## src/rtl/ddr3_ui_arbiter_pkg.sv

```systemverilog
// Shared definitions for the DDR3 UI arbiter: memory geometry, MIG command codes,
// FSM state encoding and grant tracking.
package ddr3_ui_arbiter_pkg;

  localparam int MEM_ADDR_SIZE = 28;
  localparam int CACHE_WIDTH   = 128;

  localparam logic [2:0] UI_CMD_WR = 3'b000;
  localparam logic [2:0] UI_CMD_RD = 3'b001;

  typedef enum logic [1:0] {
    ST_IDLE = 2'd0,
    ST_WR   = 2'd1,
    ST_RD   = 2'd2
  } state_e;

  typedef enum logic {
    GNT_WR = 1'b0,
    GNT_RD = 1'b1
  } grant_e;

endpackage

```

## src/rtl/ddr3_req_fifo.sv

```systemverilog
// Synchronous request FIFO; pointers carry an extra MSB to tell full from empty.
// Pushes while full and pops while empty are ignored.
module ddr3_req_fifo #(
  parameter int WIDTH = 8,
  parameter int DEPTH = 4
) (
  input  logic             clk,
  input  logic             rst,
  input  logic             push,
  input  logic             pop,
  input  logic [WIDTH-1:0] din,
  output logic [WIDTH-1:0] dout,
  output logic             full,
  output logic             empty
);

  localparam int AW = $clog2(DEPTH);

  logic [AW:0]      wptr_q, wptr_d;
  logic [AW:0]      rptr_q, rptr_d;
  logic [WIDTH-1:0] mem_q [DEPTH];
  logic             do_push;
  logic             do_pop;

  assign empty   = (wptr_q == rptr_q);
  assign full    = (wptr_q[AW] != rptr_q[AW]) && (wptr_q[AW-1:0] == rptr_q[AW-1:0]);
  assign do_push = push && !full;
  assign do_pop  = pop && !empty;
  assign dout    = mem_q[rptr_q[AW-1:0]];

  always_comb begin
    wptr_d = wptr_q;
    rptr_d = rptr_q;
    if (do_push) wptr_d = wptr_q + 1'b1;
    if (do_pop)  rptr_d = rptr_q + 1'b1;
  end

  always_ff @(posedge clk) begin
    if (rst) begin
      wptr_q <= '0;
      rptr_q <= '0;
    end else begin
      wptr_q <= wptr_d;
      rptr_q <= rptr_d;
    end
  end

  // Storage is not reset; emptiness is tracked entirely by the pointers.
  always_ff @(posedge clk) begin
    if (do_push) mem_q[wptr_q[AW-1:0]] <= din;
  end

endmodule

```

## src/rtl/ddr3_ui_arbiter.sv

```systemverilog
// Buffers DDR3 write/read request strobes and issues them one at a time on the MIG
// user interface; read data returns in MIG order as a registered strobe pair.
module ddr3_ui_arbiter
  import ddr3_ui_arbiter_pkg::*;
#(
  parameter int ADDR_W     = MEM_ADDR_SIZE,
  parameter int DATA_W     = CACHE_WIDTH,
  parameter int FIFO_DEPTH = 4,
  parameter int MAX_RD_OUT = 16
) (
  input  logic              clk,
  input  logic              rst,
  input  logic              ddr3_wr_en,
  input  logic [ADDR_W-1:0] ddr3_wr_addr,
  input  logic [DATA_W-1:0] ddr3_wr_data,
  input  logic              ddr3_rd_req,
  input  logic [ADDR_W-1:0] ddr3_rd_addr,
  output logic              ddr3_din_en,
  output logic [DATA_W-1:0] ddr3_din,
  output logic              wr_ovf,
  output logic              rd_ovf,
  output logic              app_en,
  output logic [2:0]        app_cmd,
  output logic [ADDR_W-1:0] app_addr,
  input  logic              app_rdy,
  output logic              app_wdf_wren,
  output logic              app_wdf_end,
  output logic [DATA_W-1:0] app_wdf_data,
  input  logic              app_wdf_rdy,
  input  logic [DATA_W-1:0] app_rd_data,
  input  logic              app_rd_data_valid
);

  localparam int WF_W     = ADDR_W + DATA_W;
  localparam int RD_CNT_W = $clog2(MAX_RD_OUT) + 1;

  // Input capture stage
  logic              wr_en_q, rd_req_q;
  logic [ADDR_W-1:0] wr_addr_q, rd_addr_q;
  logic [DATA_W-1:0] wr_data_q;

  always_ff @(posedge clk) begin
    if (rst) begin
      wr_en_q  <= 1'b0;
      rd_req_q <= 1'b0;
    end else begin
      wr_en_q  <= ddr3_wr_en;
      rd_req_q <= ddr3_rd_req;
    end
    wr_addr_q <= ddr3_wr_addr;
    wr_data_q <= ddr3_wr_data;
    rd_addr_q <= ddr3_rd_addr;
  end

  // Request FIFOs
  logic              wr_pop, wr_full, wr_empty;
  logic              rd_pop, rd_full, rd_empty;
  logic [WF_W-1:0]   wr_dout;
  logic [ADDR_W-1:0] rd_dout;

  ddr3_req_fifo #(.WIDTH(WF_W), .DEPTH(FIFO_DEPTH)) u_wr_fifo (
    .clk   (clk),
    .rst   (rst),
    .push  (wr_en_q),
    .pop   (wr_pop),
    .din   ({wr_addr_q, wr_data_q}),
    .dout  (wr_dout),
    .full  (wr_full),
    .empty (wr_empty)
  );

  ddr3_req_fifo #(.WIDTH(ADDR_W), .DEPTH(FIFO_DEPTH)) u_rd_fifo (
    .clk   (clk),
    .rst   (rst),
    .push  (rd_req_q),
    .pop   (rd_pop),
    .din   (rd_addr_q),
    .dout  (rd_dout),
    .full  (rd_full),
    .empty (rd_empty)
  );

  // Arbitration FSM and UI output registers
  state_e              state_q, state_d;
  grant_e              last_grant_q, last_grant_d;
  logic                cmd_done_q, cmd_done_d;
  logic                dat_done_q, dat_done_d;
  logic [RD_CNT_W-1:0] rd_out_q, rd_out_d;
  logic                app_en_q, app_en_d;
  logic [2:0]          app_cmd_q, app_cmd_d;
  logic [ADDR_W-1:0]   app_addr_q, app_addr_d;
  logic                wren_q, wren_d;
  logic [DATA_W-1:0]   wdata_q, wdata_d;
  logic                wr_ovf_q, wr_ovf_d;
  logic                rd_ovf_q, rd_ovf_d;
  logic                din_en_q;
  logic [DATA_W-1:0]   din_q;
  logic                rd_issue;
  logic                wr_elig, rd_elig;
  logic                cmd_acc, dat_acc;

  assign wr_elig = !wr_empty;
  assign rd_elig = !rd_empty && (rd_out_q < RD_CNT_W'(MAX_RD_OUT));
  assign cmd_acc = app_en_q && app_rdy;
  assign dat_acc = wren_q && app_wdf_rdy;

  always_comb begin
    state_d      = state_q;
    last_grant_d = last_grant_q;
    cmd_done_d   = cmd_done_q;
    dat_done_d   = dat_done_q;
    app_en_d     = app_en_q;
    app_cmd_d    = app_cmd_q;
    app_addr_d   = app_addr_q;
    wren_d       = wren_q;
    wdata_d      = wdata_q;
    wr_pop       = 1'b0;
    rd_pop       = 1'b0;
    rd_issue     = 1'b0;
    wr_ovf_d     = wr_ovf_q || (wr_en_q && wr_full);
    rd_ovf_d     = rd_ovf_q || (rd_req_q && rd_full);

    unique case (state_q)
      ST_IDLE: begin
        // last_grant only moves on contested decisions, so contested pairs alternate.
        if (wr_elig && (!rd_elig || last_grant_q == GNT_RD)) begin
          if (rd_elig) last_grant_d = GNT_WR;
          app_en_d   = 1'b1;
          app_cmd_d  = UI_CMD_WR;
          app_addr_d = wr_dout[WF_W-1:DATA_W];
          wren_d     = 1'b1;
          wdata_d    = wr_dout[DATA_W-1:0];
          state_d    = ST_WR;
        end else if (rd_elig) begin
          if (wr_elig) last_grant_d = GNT_RD;
          app_en_d   = 1'b1;
          app_cmd_d  = UI_CMD_RD;
          app_addr_d = rd_dout;
          state_d    = ST_RD;
        end
      end
      ST_WR: begin
        if (cmd_acc) app_en_d = 1'b0;
        if (dat_acc) wren_d = 1'b0;
        if ((cmd_done_q || cmd_acc) && (dat_done_q || dat_acc)) begin
          wr_pop     = 1'b1;
          cmd_done_d = 1'b0;
          dat_done_d = 1'b0;
          state_d    = ST_IDLE;
        end else begin
          cmd_done_d = cmd_done_q || cmd_acc;
          dat_done_d = dat_done_q || dat_acc;
        end
      end
      ST_RD: begin
        if (cmd_acc) begin
          app_en_d = 1'b0;
          rd_pop   = 1'b1;
          rd_issue = 1'b1;
          state_d  = ST_IDLE;
        end
      end
      default: state_d = ST_IDLE;
    endcase

    rd_out_d = rd_out_q;
    if (rd_issue && !app_rd_data_valid)
      rd_out_d = rd_out_q + 1'b1;
    else if (!rd_issue && app_rd_data_valid && rd_out_q != '0)
      rd_out_d = rd_out_q - 1'b1;
  end

  always_ff @(posedge clk) begin
    if (rst) begin
      state_q      <= ST_IDLE;
      last_grant_q <= GNT_RD;
      cmd_done_q   <= 1'b0;
      dat_done_q   <= 1'b0;
      rd_out_q     <= '0;
      app_en_q     <= 1'b0;
      app_cmd_q    <= 3'b000;
      app_addr_q   <= '0;
      wren_q       <= 1'b0;
      wdata_q      <= '0;
      wr_ovf_q     <= 1'b0;
      rd_ovf_q     <= 1'b0;
      din_en_q     <= 1'b0;
      din_q        <= '0;
    end else begin
      state_q      <= state_d;
      last_grant_q <= last_grant_d;
      cmd_done_q   <= cmd_done_d;
      dat_done_q   <= dat_done_d;
      rd_out_q     <= rd_out_d;
      app_en_q     <= app_en_d;
      app_cmd_q    <= app_cmd_d;
      app_addr_q   <= app_addr_d;
      wren_q       <= wren_d;
      wdata_q      <= wdata_d;
      wr_ovf_q     <= wr_ovf_d;
      rd_ovf_q     <= rd_ovf_d;
      din_en_q     <= app_rd_data_valid;
      din_q        <= app_rd_data;
    end
  end

  assign app_en       = app_en_q;
  assign app_cmd      = app_cmd_q;
  assign app_addr     = app_addr_q;
  assign app_wdf_wren = wren_q;
  assign app_wdf_end  = wren_q;
  assign app_wdf_data = wdata_q;
  assign wr_ovf       = wr_ovf_q;
  assign rd_ovf       = rd_ovf_q;
  assign ddr3_din_en  = din_en_q;
  assign ddr3_din     = din_q;

endmodule

```

## config.mk

```make
export PLATFORM = sky130hd
export DESIGN_NAME = ddr3_ui_arbiter
export DESIGN_NICKNAME = d
export VERILOG_FILES = /design/src/rtl/ddr3_ui_arbiter_pkg.sv /design/src/rtl/ddr3_req_fifo.sv /design/src/rtl/ddr3_ui_arbiter.sv
export SDC_FILE = /design/constraint.sdc
export NUM_CORES = 1
export LEC_CHECK = 0
export ABC_CLOCK_PERIOD_IN_PS = 4700
export BUFFER_PORTS_ARGS = -buffer_cell sky130_fd_sc_hd__buf_4
export CAP_MARGIN = 0
export CORE_UTILIZATION = 40
export DETAILED_ROUTE_END_ITERATION = 8
export PLACE_DENSITY_LB_ADDON = 0.3
export SLEW_MARGIN = 20
export SYNTH_ARGS = -nofsm -noshare
export SYNTH_HDL_FRONTEND = slang
export SYNTH_SLANG_ARGS = --single-unit
```

## constraint.sdc

```tcl
create_clock -name clk -period 4.7 [get_ports clk]
set_clock_uncertainty 0.1 [all_clocks]
set_input_delay 0.94 -clock clk [delete_from_list [all_inputs] [get_ports clk]]
set_output_delay 0.94 -clock clk [all_outputs]
set_load 0.005 [all_outputs]
```

### Yosys cells after proc, flatten, opt, wreduce, memory -nomap -nowiden

Memories as Yosys holds them, arrays and structs flattened. A register that Yosys moved wholly into a read port is not among the register bits.
Cells that the tools add are included.
W data, S select, Z words.

* register bits: 500
* RAM bits: 736
* bits of input ports: 319
* output and inout bits: 293
* logic and storage cells: 124
* memories: 2

Memories
* u_wr_fifo.mem_q: depth 4, bits a word 156, rd ports 1, clocked after Yosys merged registers in 1, write ports 1, RTL line ddr3_req_fifo.sv:21 `logic [WIDTH-1:0] mem_q [DEPTH];`
* u_rd_fifo.mem_q: depth 4, bits a word 28, rd ports 1, clocked after Yosys merged registers in 1, write ports 1, RTL line ddr3_req_fifo.sv:21

* add/subtract/negate cells: 6
* magnitude comparators: 1
* equal/unequal tests: 15
* mux-type cells: 36
* reductions and logical operators: 41

Operators with widths (number)
* $mux W28: 2
* $mux W1: 19
* $logic_and A1 B1 Y1: 16
* $mux W2: 8
* $add A3 B1 Y3 const B: 4
* $reduce_and A3 Y1: 4
* $mux W5: 2
* $ne A2 B2 Y1 const B: 5
* $reduce_bool A2 Y1: 4
* $logic_not A1 Y1: 7
* $eq A3 B3 Y1: 2
* $mux W3: 2
* $pmux W2 S3: 1
* $add A5 B1 Y5 const B: 1
* $logic_or A1 B1 Y1: 5
* $lt A5 B5 Y1 const B: 1
* $reduce_bool A5 Y1: 1
* $sub A5 B1 Y5 const B: 1
* $eq A2 B2 Y1: 2
* $pmux W1 S2: 2
* $reduce_and A2 Y1: 2
* $ne A3 B3 Y1 const B: 1
* $eq A2 B1 Y1 const B: 1
* $eq A2 B2 Y1 const B: 1
* 4 further kinds: 5

### Depth between registers and ports, before layout

Gate-level depths: netlist (run 1).

* depth in word-level cells: 8
* gate-level depth with buffers: 10

### Cells and area by module

Synthesis (run 1) repeated with hierarchy kept, for this count alone.

* cell total of the unflattened synthesis: 2346
* area total of the unflattened synthesis: 41524.8 um2

Modules (own cells, without submodules)
* ddr3_req_fifo (u_wr_fifo): instances 1, cells each 883, area each 23102.2 um2, seq. area each 18898.1 um2
* ddr3_ui_arbiter: instances 1, cells each 1249, area each 13813.2 um2, seq. area each 9729.3 um2
* ddr3_req_fifo (u_rd_fifo): instances 1, cells each 214, area each 4609.4 um2, seq. area each 3523.4 um2

### Worst setup path after synthesis (run 1)

Ideal clock, no wire load.

* kind: register to register
* start: reg u_wr_fifo.wptr_q[0]
* end: mem u_wr_fifo.mem_q[3][0] in the netlist's numbering, enable pin
* setup time: 0.536 ns
* data arrival time: 4.574 ns
* data required time: 4.064 ns
* slack: -0.510 ns
* cell stages (with the launch flop): 4
* path through: dfxtp_1 -> xnor2_1 -> a31oi_1 -> and2_1

* longest elaborated chain between the ends: 6

Ends and longest elaborated chain
* start, declared: RTL line ddr3_req_fifo.sv:19 `logic [AW:0] wptr_q, wptr_d;`
* start signal, assigned: RTL line ddr3_req_fifo.sv:43 `wptr_q <= wptr_d;`
* $eq A2 B2 Y1: RTL line ddr3_req_fifo.sv:26 `assign full = (wptr_q[AW] != rptr_q[AW]) && (wptr_q[AW-1:0] == rptr_q[AW-1:0]);`
* $logic_and A1 B1 Y1: RTL line ddr3_req_fifo.sv:26
* $logic_not A1 Y1: RTL line ddr3_req_fifo.sv:27 `assign do_push = push && !full;`
* $logic_and A1 B1 Y1: RTL line ddr3_req_fifo.sv:27
* $mux W1: RTL line ddr3_req_fifo.sv:50 `if (do_push) mem_q[wptr_q[AW-1:0]] <= din;`
* $mux W1 (implied by the code): RTL line ddr3_req_fifo.sv:50
* end, declared: RTL line ddr3_req_fifo.sv:21

Parallel ways exist; a longest one is shown, timed or not.

### Worst setup path in the final report (run 1)

* start: reg u_wr_fifo.wptr_q[0]
* end: mem u_wr_fifo.mem_q[2][58] in the netlist's numbering, enable pin

The elaborated chain is that of the path after synthesis.

==> results of run 1 <==
-- final cells by class --
class | instances | area, sq um | area share
Clock inverter | 55 | 587 | 0.0115
Tap cell | 1368 | 1710 | 0.0334
Inverter | 11 | 41.3 | 0.000807
Sequential cell | 1238 | 32200 | 0.629
Multi-Input combinational cell | 946 | 8170 | 0.160
Antenna cell | 4 | 10.0 | 0.000196
Clock buffer | 176 | 3490 | 0.0683
Timing Repair Buffer | 640 | 5000 | 0.0977
-- Yosys cell counts, drive strengths merged (3+ instances only) --
cell	n	area [sq um]
buf	65	444
dfxtp	502	10000
and2	11	68.8
nand3	4	20.0
edfxtp	736	22100
nor2	55	206
nor2b	132	826
o21ai	3	15.0
clkbuf	56	211
ha	16	200
a21oi	137	686
a311oi	28	308
xnor2	15	131
mux2i	6	60.1
a31oi	6	37.5
mux4	184	4140
nand2	321	1200
inv	11	41.3
xor2	6	52.6
-- state kept, by name, summed over array words and instances, names as in the netlist, 3 cells and up, named ones only --
| register | count |
|---|---|
| app_addr | 28 |
| app_wdf_data | 128 |
| ddr3_din | 128 |
| rd_addr_q | 28 |
| rd_out_q | 5 |
| u_rd_fifo.mem_q | 112 |
| u_rd_fifo.rptr_q | 3 |
| u_rd_fifo.wptr_q | 3 |
| u_wr_fifo.mem_q | 624 |
| u_wr_fifo.rptr_q | 3 |
| u_wr_fifo.wptr_q | 3 |
| wr_addr_q | 28 |
| wr_data_q | 128 |
-- power groups by stage --
stage                     logic, mW  clock network, mW  registers, mW
after floorplan               0.907                  0           12.5
after global placement         1.82                  0           12.5
after detailed placement       1.84                  0           12.6
after CTS                      1.84               9.87           12.3
after global routing           1.98               10.3           12.4
final                          1.81               9.67           12.3
-- per-layer routing --
layer	wire length, um	track usage	share of wire
met1	38400	0.224	0.38
met2	52200	0.336	0.52
met3	5960	0.0361	0.059
met4	3690	0.0842	0.037
met5	23	0	0.00023
-- worst max-delay path: stages (launching register included) --
cell and delay [ns]:
dfxtp_1 0.45, xnor2_1 0.17, a31oi_1 0.71, and2_4 0.92, buf_12 0.37
-- worst min-delay path by stage --
stage	start	endpoint	slack [ns]
2_1_floorplan	rd_addr_q[0]	u_rd_fifo.mem_q[0][0]	0.34
3_3_place_gp	wr_addr_q[1]	u_wr_fifo.mem_q[1][129]	0.35
3_5_place_dp	app_wdf_data[85]	app_wdf_data[85]	0.35
4_1_cts	ddr3_rd_addr[25]	rd_addr_q[25]	0.17
5_1_grt	ddr3_rd_addr[25]	rd_addr_q[25]	0.19
6_report	ddr3_rd_addr[25]	rd_addr_q[25]	0.22
-- logic make-up after synthesis --
group                      after synthesis
AOI/OAI and AO/OA                      186
DFF                                   1238
adders and majority gates               17
and+or+nand+nor                        530
buffers and inverters                  132
other                                    1
muxes                                  190
xor gates and xnor gates                21
-- stage by stage --
step	util	cell area [sq um]
floorplan	-	41000
global placement	0.463	47100
detailed placement	0.463	47100
CTS	0.503	51200
global route	0.503	51200
finish	0.503	51200
==> results.md, run 1 <==
* Worst-margin pin slew at 1.11 ns
* Clock sinks at 1238
* Post-placement cell count at 4203
* Max-slew headroom at 0.259
* Final min period at 3.14 ns
* Sw power at 5.32 mW
* Reg2reg start: u_wr_fifo.wptr_q[0]
* CTS tree: built
* Area Overhead vs Synth at 24.9%
* Crit path to: u_wr_fifo.mem_q[2][58]
* Sw Ratio at 0.223
* RSZ-0062 raised after global routing: no
* Post-layout net count at 3294
* Final worst slack at 1.56 ns
* Setup Fix Bufs, Post-CTS at 0
* Fin. Hold Viols at 0
* Most frequent cells in the layout: edfxtp_1, buf_4, dfxtp_1
* Status: finished, final reports clean
* Initial antenna violation count at 8
* WHS at 0.221 ns
* Hold Path Class: input pin to flip-flop
* Avg Cell Area, Syn at 17.7 sq um
* Largest net degree at the start of global routing at 117
* Fraction of the mapped netlist area in simple logic gates at 0.0579
* P per Cell Area at 465 nW/um^2
* Data required, critical path at 4.96 ns
* H-tree levels at 3
* # DRC at 0
* Setup TNS at 0 ns
* Die Span X at 322 um
* Vias at 21700
* Leading cell type in the layout, fill and taps excluded: edfxtp_1
* Vias in the first global route at 22500
* Wire per inst at 22.6 um
* Endpoint type of the worst setup path: flip-flop
* Final Instance Count excl. Fillers at 4438
* Row cnt at 117
* CP max FO at 49
* Crit share post-route at 0.668
* Die area at 104000 sq um
* Clock power frac at 0.406
* Syn Std Cell Area at 41000 sq um
* Mux contribution to synthesized area at 0.103
* Critical path launch point: u_wr_fifo.wptr_q[0]
* Core area at 102000 sq um
* Clk root buf: clkbuf_16
* Vias per cell at 4.90
* Main combinational cell family by area after synthesis: multiplexers
* Fill cells at 8235
* Ys async rst share at 0
* Yosys cell types at 43
* Post-synth EDFFs at 736
* Synth Area in Compound Gates at 0.0281
* Critical R2R Capture: u_wr_fifo.mem_q[2][58]
* Register share of total power at 0.518
* Dominant synthesized flop cell: edfxtp_1
* Port Buffer Count at 609
* Tot Pwr at 23.8 mW
* Post-CTS Resized at 0
* XOR/XNOR Fraction of Synth Area at 0.00449
* Clk buf depth at 3
* F_max at 319 MHz
* Worst Setup Path Type: flip-flop to flip-flop
* Die height at 322 um
* DRT Pass-1 Iters at 5
* Hold Path Stages at 1
* Hpwl dp at 65.3 mm
* Grt total ovfl at 0
* First-pass GRT wire length at 145 mm
* Max VDD drop at 331 uV
* Hold Buf Count CTS at 0
* Setup slack, reg-to-reg at 1.56 ns
* Startpoint Class: flip-flop
* Internal power at 18.5 mW
* Cell count after synthesis at 2315
* Slew Limit Fails at 0
* Layout cells sized above 1 at 0.341
* Reg2reg path depth at 4
* 1st-iter DRT viols at 1355
* Adder-Cell Fraction of Synth Area at 0.00537
* Ys Warns at 0
* RePlAce Congestion at 0.810
* Sequential fraction of the synthesis area at 0.784
* Leak at 18.4 nW
* # setup viols final at 0
* Inserted Clock Buffers at 121
* Final WL at 100 mm
* Worst-Skew Late Latency at 0.72 ns
* GRT Total Usage at 0.190
* Antenna Nets Post-Route at 0
* Max cap viols at 0
* Worst-path clk slew at 0.07 ns
* I/O pins at 612
* Critical Path AT at 3.40 ns
* Initial Utilization at 0.403
* Combinational share of power at 0.076
* Setup slack at placement at 1.52 ns
* #FFs+latches synth at 1238
Note: power is estimated with default switching activity, not from simulation.
==> run 2: changes to the inputs <==
--- a/config.mk
+++ b/config.mk
@@ -5,7 +5,8 @@
 export SDC_FILE = /design/constraint.sdc
 export NUM_CORES = 1
 export LEC_CHECK = 0
-export ABC_CLOCK_PERIOD_IN_PS = 4700
+export ABC_AREA = 1
+export ABC_CLOCK_PERIOD_IN_PS = 3030
 export BUFFER_PORTS_ARGS = -buffer_cell sky130_fd_sc_hd__buf_4
 export CAP_MARGIN = 0
 export CORE_UTILIZATION = 40
==> constraint.sdc (replaced) <==
create_clock -name clk -period 3.03 [get_ports clk]
set_clock_uncertainty 0.1 [all_clocks]
set_input_delay 0.606 -clock clk [delete_from_list [all_inputs] [get_ports clk]]
set_output_delay 0.606 -clock clk [all_outputs]
set_load 0.005 [all_outputs]
==> run 2 against run 1 <==
Compared with the run above:
- critical path depth increased by 6
- largest power group unchanged
- sequential power increased by 59%
- maximum frequency increased by 34%
- synthesized cell count increased by 47%
- register-to-register slack got worse by 0.88 ns
- design area increased by 7.8%
- setup slack got worse by 0.88 ns
- global-route usage increased by 0.31 points
- total power increased by 63%
- via count increased by 28%
- hold slack got worse by 0.17 ns
- final cell count increased by 30%
==> results.md, run 2 <==
* Avg Cell Area, Syn at 12.3 sq um
* M1 WL at 42.5 mm
* Hpwl dp at 61.2 mm
* Setup slack at placement at 0.564 ns
* #FFs+latches synth at 1238
* Grt total ovfl at 0
* Clk buf depth at 3
* Post-layout net count at 4617
* Setup TNS at 0 ns
* Ys async rst share at 0
* Most numerous cell in the Yosys netlist: nor2_1
* I/O pins at 612
* Register share of total power at 0.501
* Final min period at 2.35 ns
* Max cap viols at 0
* Adder-Cell Fraction of Synth Area at 0.00526
* DRT Pass-1 Iters at 5
* Max-slew headroom at 0.452
* Data required, critical path at 3.57 ns
* WL met3 at 6.15 mm
* Area contributors post-synth: edfxtp_1, dfxtp_1, nor2_1, o21ai_0, o22ai_1
* Vias in the first global route at 27100
* Top post-synthesis cells by count: nor2_1, edfxtp_1, dfxtp_1
* Vias per cell at 4.83
* Post-synth EDFFs at 736
* Clock sinks at 1238
* Reg2reg path depth at 10
* Hold Path Stages at 3
* Dominant synthesized flop cell: edfxtp_1
* 1st-iter DRT viols at 1812
* Internal power at 29.7 mW
* Worst Setup Path Type: flip-flop to flip-flop
* Wire per inst at 18.3 um
* Die Span X at 326 um
* Worst path max stage delay at 0.40 ns
* P per Cell Area at 704 nW/um^2
* Hold wc startpoint: app_rd_data[78]
* Crit-path slowest cell: dfxtp_1
* Sw power at 9.17 mW
* CP bufs+invs at 3
* Crit path max-delay family: buffers and inverters
* Fraction of the mapped netlist area in simple logic gates at 0.0923
* XOR/XNOR Fraction of Synth Area at 0.000418
* # setup viols final at 0
* Combinational share of power at 0.104
* Worst-margin pin slew at 0.822 ns
* First-pass GRT wire length at 158 mm
* Slew Limit Fails at 0
* Post-synth top area cell: edfxtp_1
* Initial antenna violation count at 13
* H-tree levels at 3
* Final WL at 106 mm
* Clk root buf: clkbuf_16
* Die area at 106000 sq um
* Tot Pwr at 38.9 mW
* Critical R2R Capture: app_wdf_data[95]
* Ys Warns at 0
* Setup slack, reg-to-reg at 0.68 ns
* Clock power frac at 0.395
* CP max FO at 87
* Die height at 326 um
* RePlAce Congestion at 0.871
* Yosys cell types at 37
* Inserted Clock Buffers at 121
* Vias at 27900
* F_max at 426 MHz
* Leading cell type in the layout, fill and taps excluded: nor2_1
* Final Instance Count excl. Fillers at 5775
* Fin. Hold Viols at 0
* Worst-path clk slew at 0.06 ns
* Critical path depth at 10
* # DRC at 0
* Cell count after synthesis at 3395
* Max VDD drop at 501 uV
* Met2 Wirelength at 53.4 mm
* Reg2reg start: u_rd_fifo.wptr_q[0]
* Antenna Nets Post-Route at 0
* Mux contribution to synthesized area at 0
* Syn Std Cell Area at 41900 sq um
* Hold Path Class: input pin to flip-flop
* Main combinational cell family by area after synthesis: compound AO/OA/AOI/OAI gates
* RSZ-0062 raised after global routing: no
* Initial Utilization at 0.404
* Core area at 104000 sq um
* Most frequent cells in the layout: nor2_1, edfxtp_1, buf_4
* Worst hold endpoint: ddr3_din[78]
* Leak at 21.8 nW
* Area Overhead vs Synth at 31.7%
* Sw Ratio at 0.236
* Post-CTS Resized at 0
* CTS tree: built
* Status: finished, final reports clean
* Post-placement cell count at 5240
* Port Buffer Count at 609
* Worst path cell trace: inv_2, nand2_1, nand2_1, nand3_2, nand3_2, nand2_8, buf_12, buf_4, o21ai_1, nor2_1
* Crit share post-route at 0.774
* Row cnt at 118
* Sequential fraction of the synthesis area at 0.767
* Layout cells sized above 1 at 0.204
* Startpoint Class: flip-flop
* Final worst slack at 0.685 ns
* Utilization after layout at 0.532
* Largest net degree at the start of global routing at 159
* Top sig layer: met5
* Endpoint type of the worst setup path: flip-flop
* Top cell type's share of synthesized area at 0.528
* Worst-Skew Late Latency at 0.72 ns
* Critical Path AT at 2.89 ns
* Synth Area in Compound Gates at 0.0939
* Max FFs per register at 624
* GRT Total Usage at 0.193
run 2: how the worst max path moves through the flow:
stage / slack (ns) / end / from
CTS: 0.69 / app_wdf_data[95] / u_rd_fifo.wptr_q[0]
floorplan: -0.59 / u_wr_fifo.mem_q[3][0] / u_wr_fifo.wptr_q[1]
global placement: 0.48 / rd_out_q[4] / app_rdy
finish: 0.68 / app_wdf_data[95] / u_rd_fifo.wptr_q[0]
global route: 0.52 / app_wdf_data[90] / u_rd_fifo.wptr_q[0]
detailed placement: 0.56 / rd_out_q[4] / app_rdy
run 2: cell type report:
type                       count  area [sq um]
fill                        8619         48500
sequential                  1238         32200
timing repair buffer         958          8240
multi-input combinational   1759          8120
clock buffer                 161          3350
tap                         1380          1730
clock inverter                71           790
inverter                     203           777
antenna                        5          12.5
run 2: kinds of logic after synthesis:
kind of cell / count (synthesis)
compound gates: 735
xor+xnor: 2
fa+ha+maj: 17
buf+inv: 399
flops: 1238
other cells: 1
simple gates: 1003
run 2: timing repair:
| item | in CTS | in global routing |
|---|---|---|
| setup buffers | 0 | 0 |
| endpoints found under the setup margin | 0 | 0 |
| hold buffers | 298 | 0 |
| hold endpoints to repair | 298 | 0 |
run 2: power by group through the flow:
stage	clock, mW	sequential (mW)	combinational (mW)
after detailed placement	0	19.8	3.75
after global placement	0	19.8	3.72
final	15.3	19.5	4.05
after global routing	16.3	19.6	4.48
after CTS	15.7	19.5	4.10
after floorplan	0	19.7	1.83
run 2: worst min-delay path: stages:
cell and delay (ns):
buf_4 0.08, inv_1 0.06, nor2_1 0.09
run 2: through the flow:
stage,instance area [sq um],hold WS [ns]
after floorplan,41900,0.322
after global placement,48000,0.352
after detailed placement,48000,0.341
after CTS,55200,0.00561
after global routing,55200,0.0225
final,55200,0.0531
run 2: layer usage:
| metal | track usage | vias to the layer above |
|---|---|---|
| li1 | - | 13500 |
| met1 | 0.231 | 13300 |
| met2 | 0.340 | 878 |
| met3 | 0.0382 | 206 |
| met4 | 0.0762 | 16 |
| met5 | 0 | - |
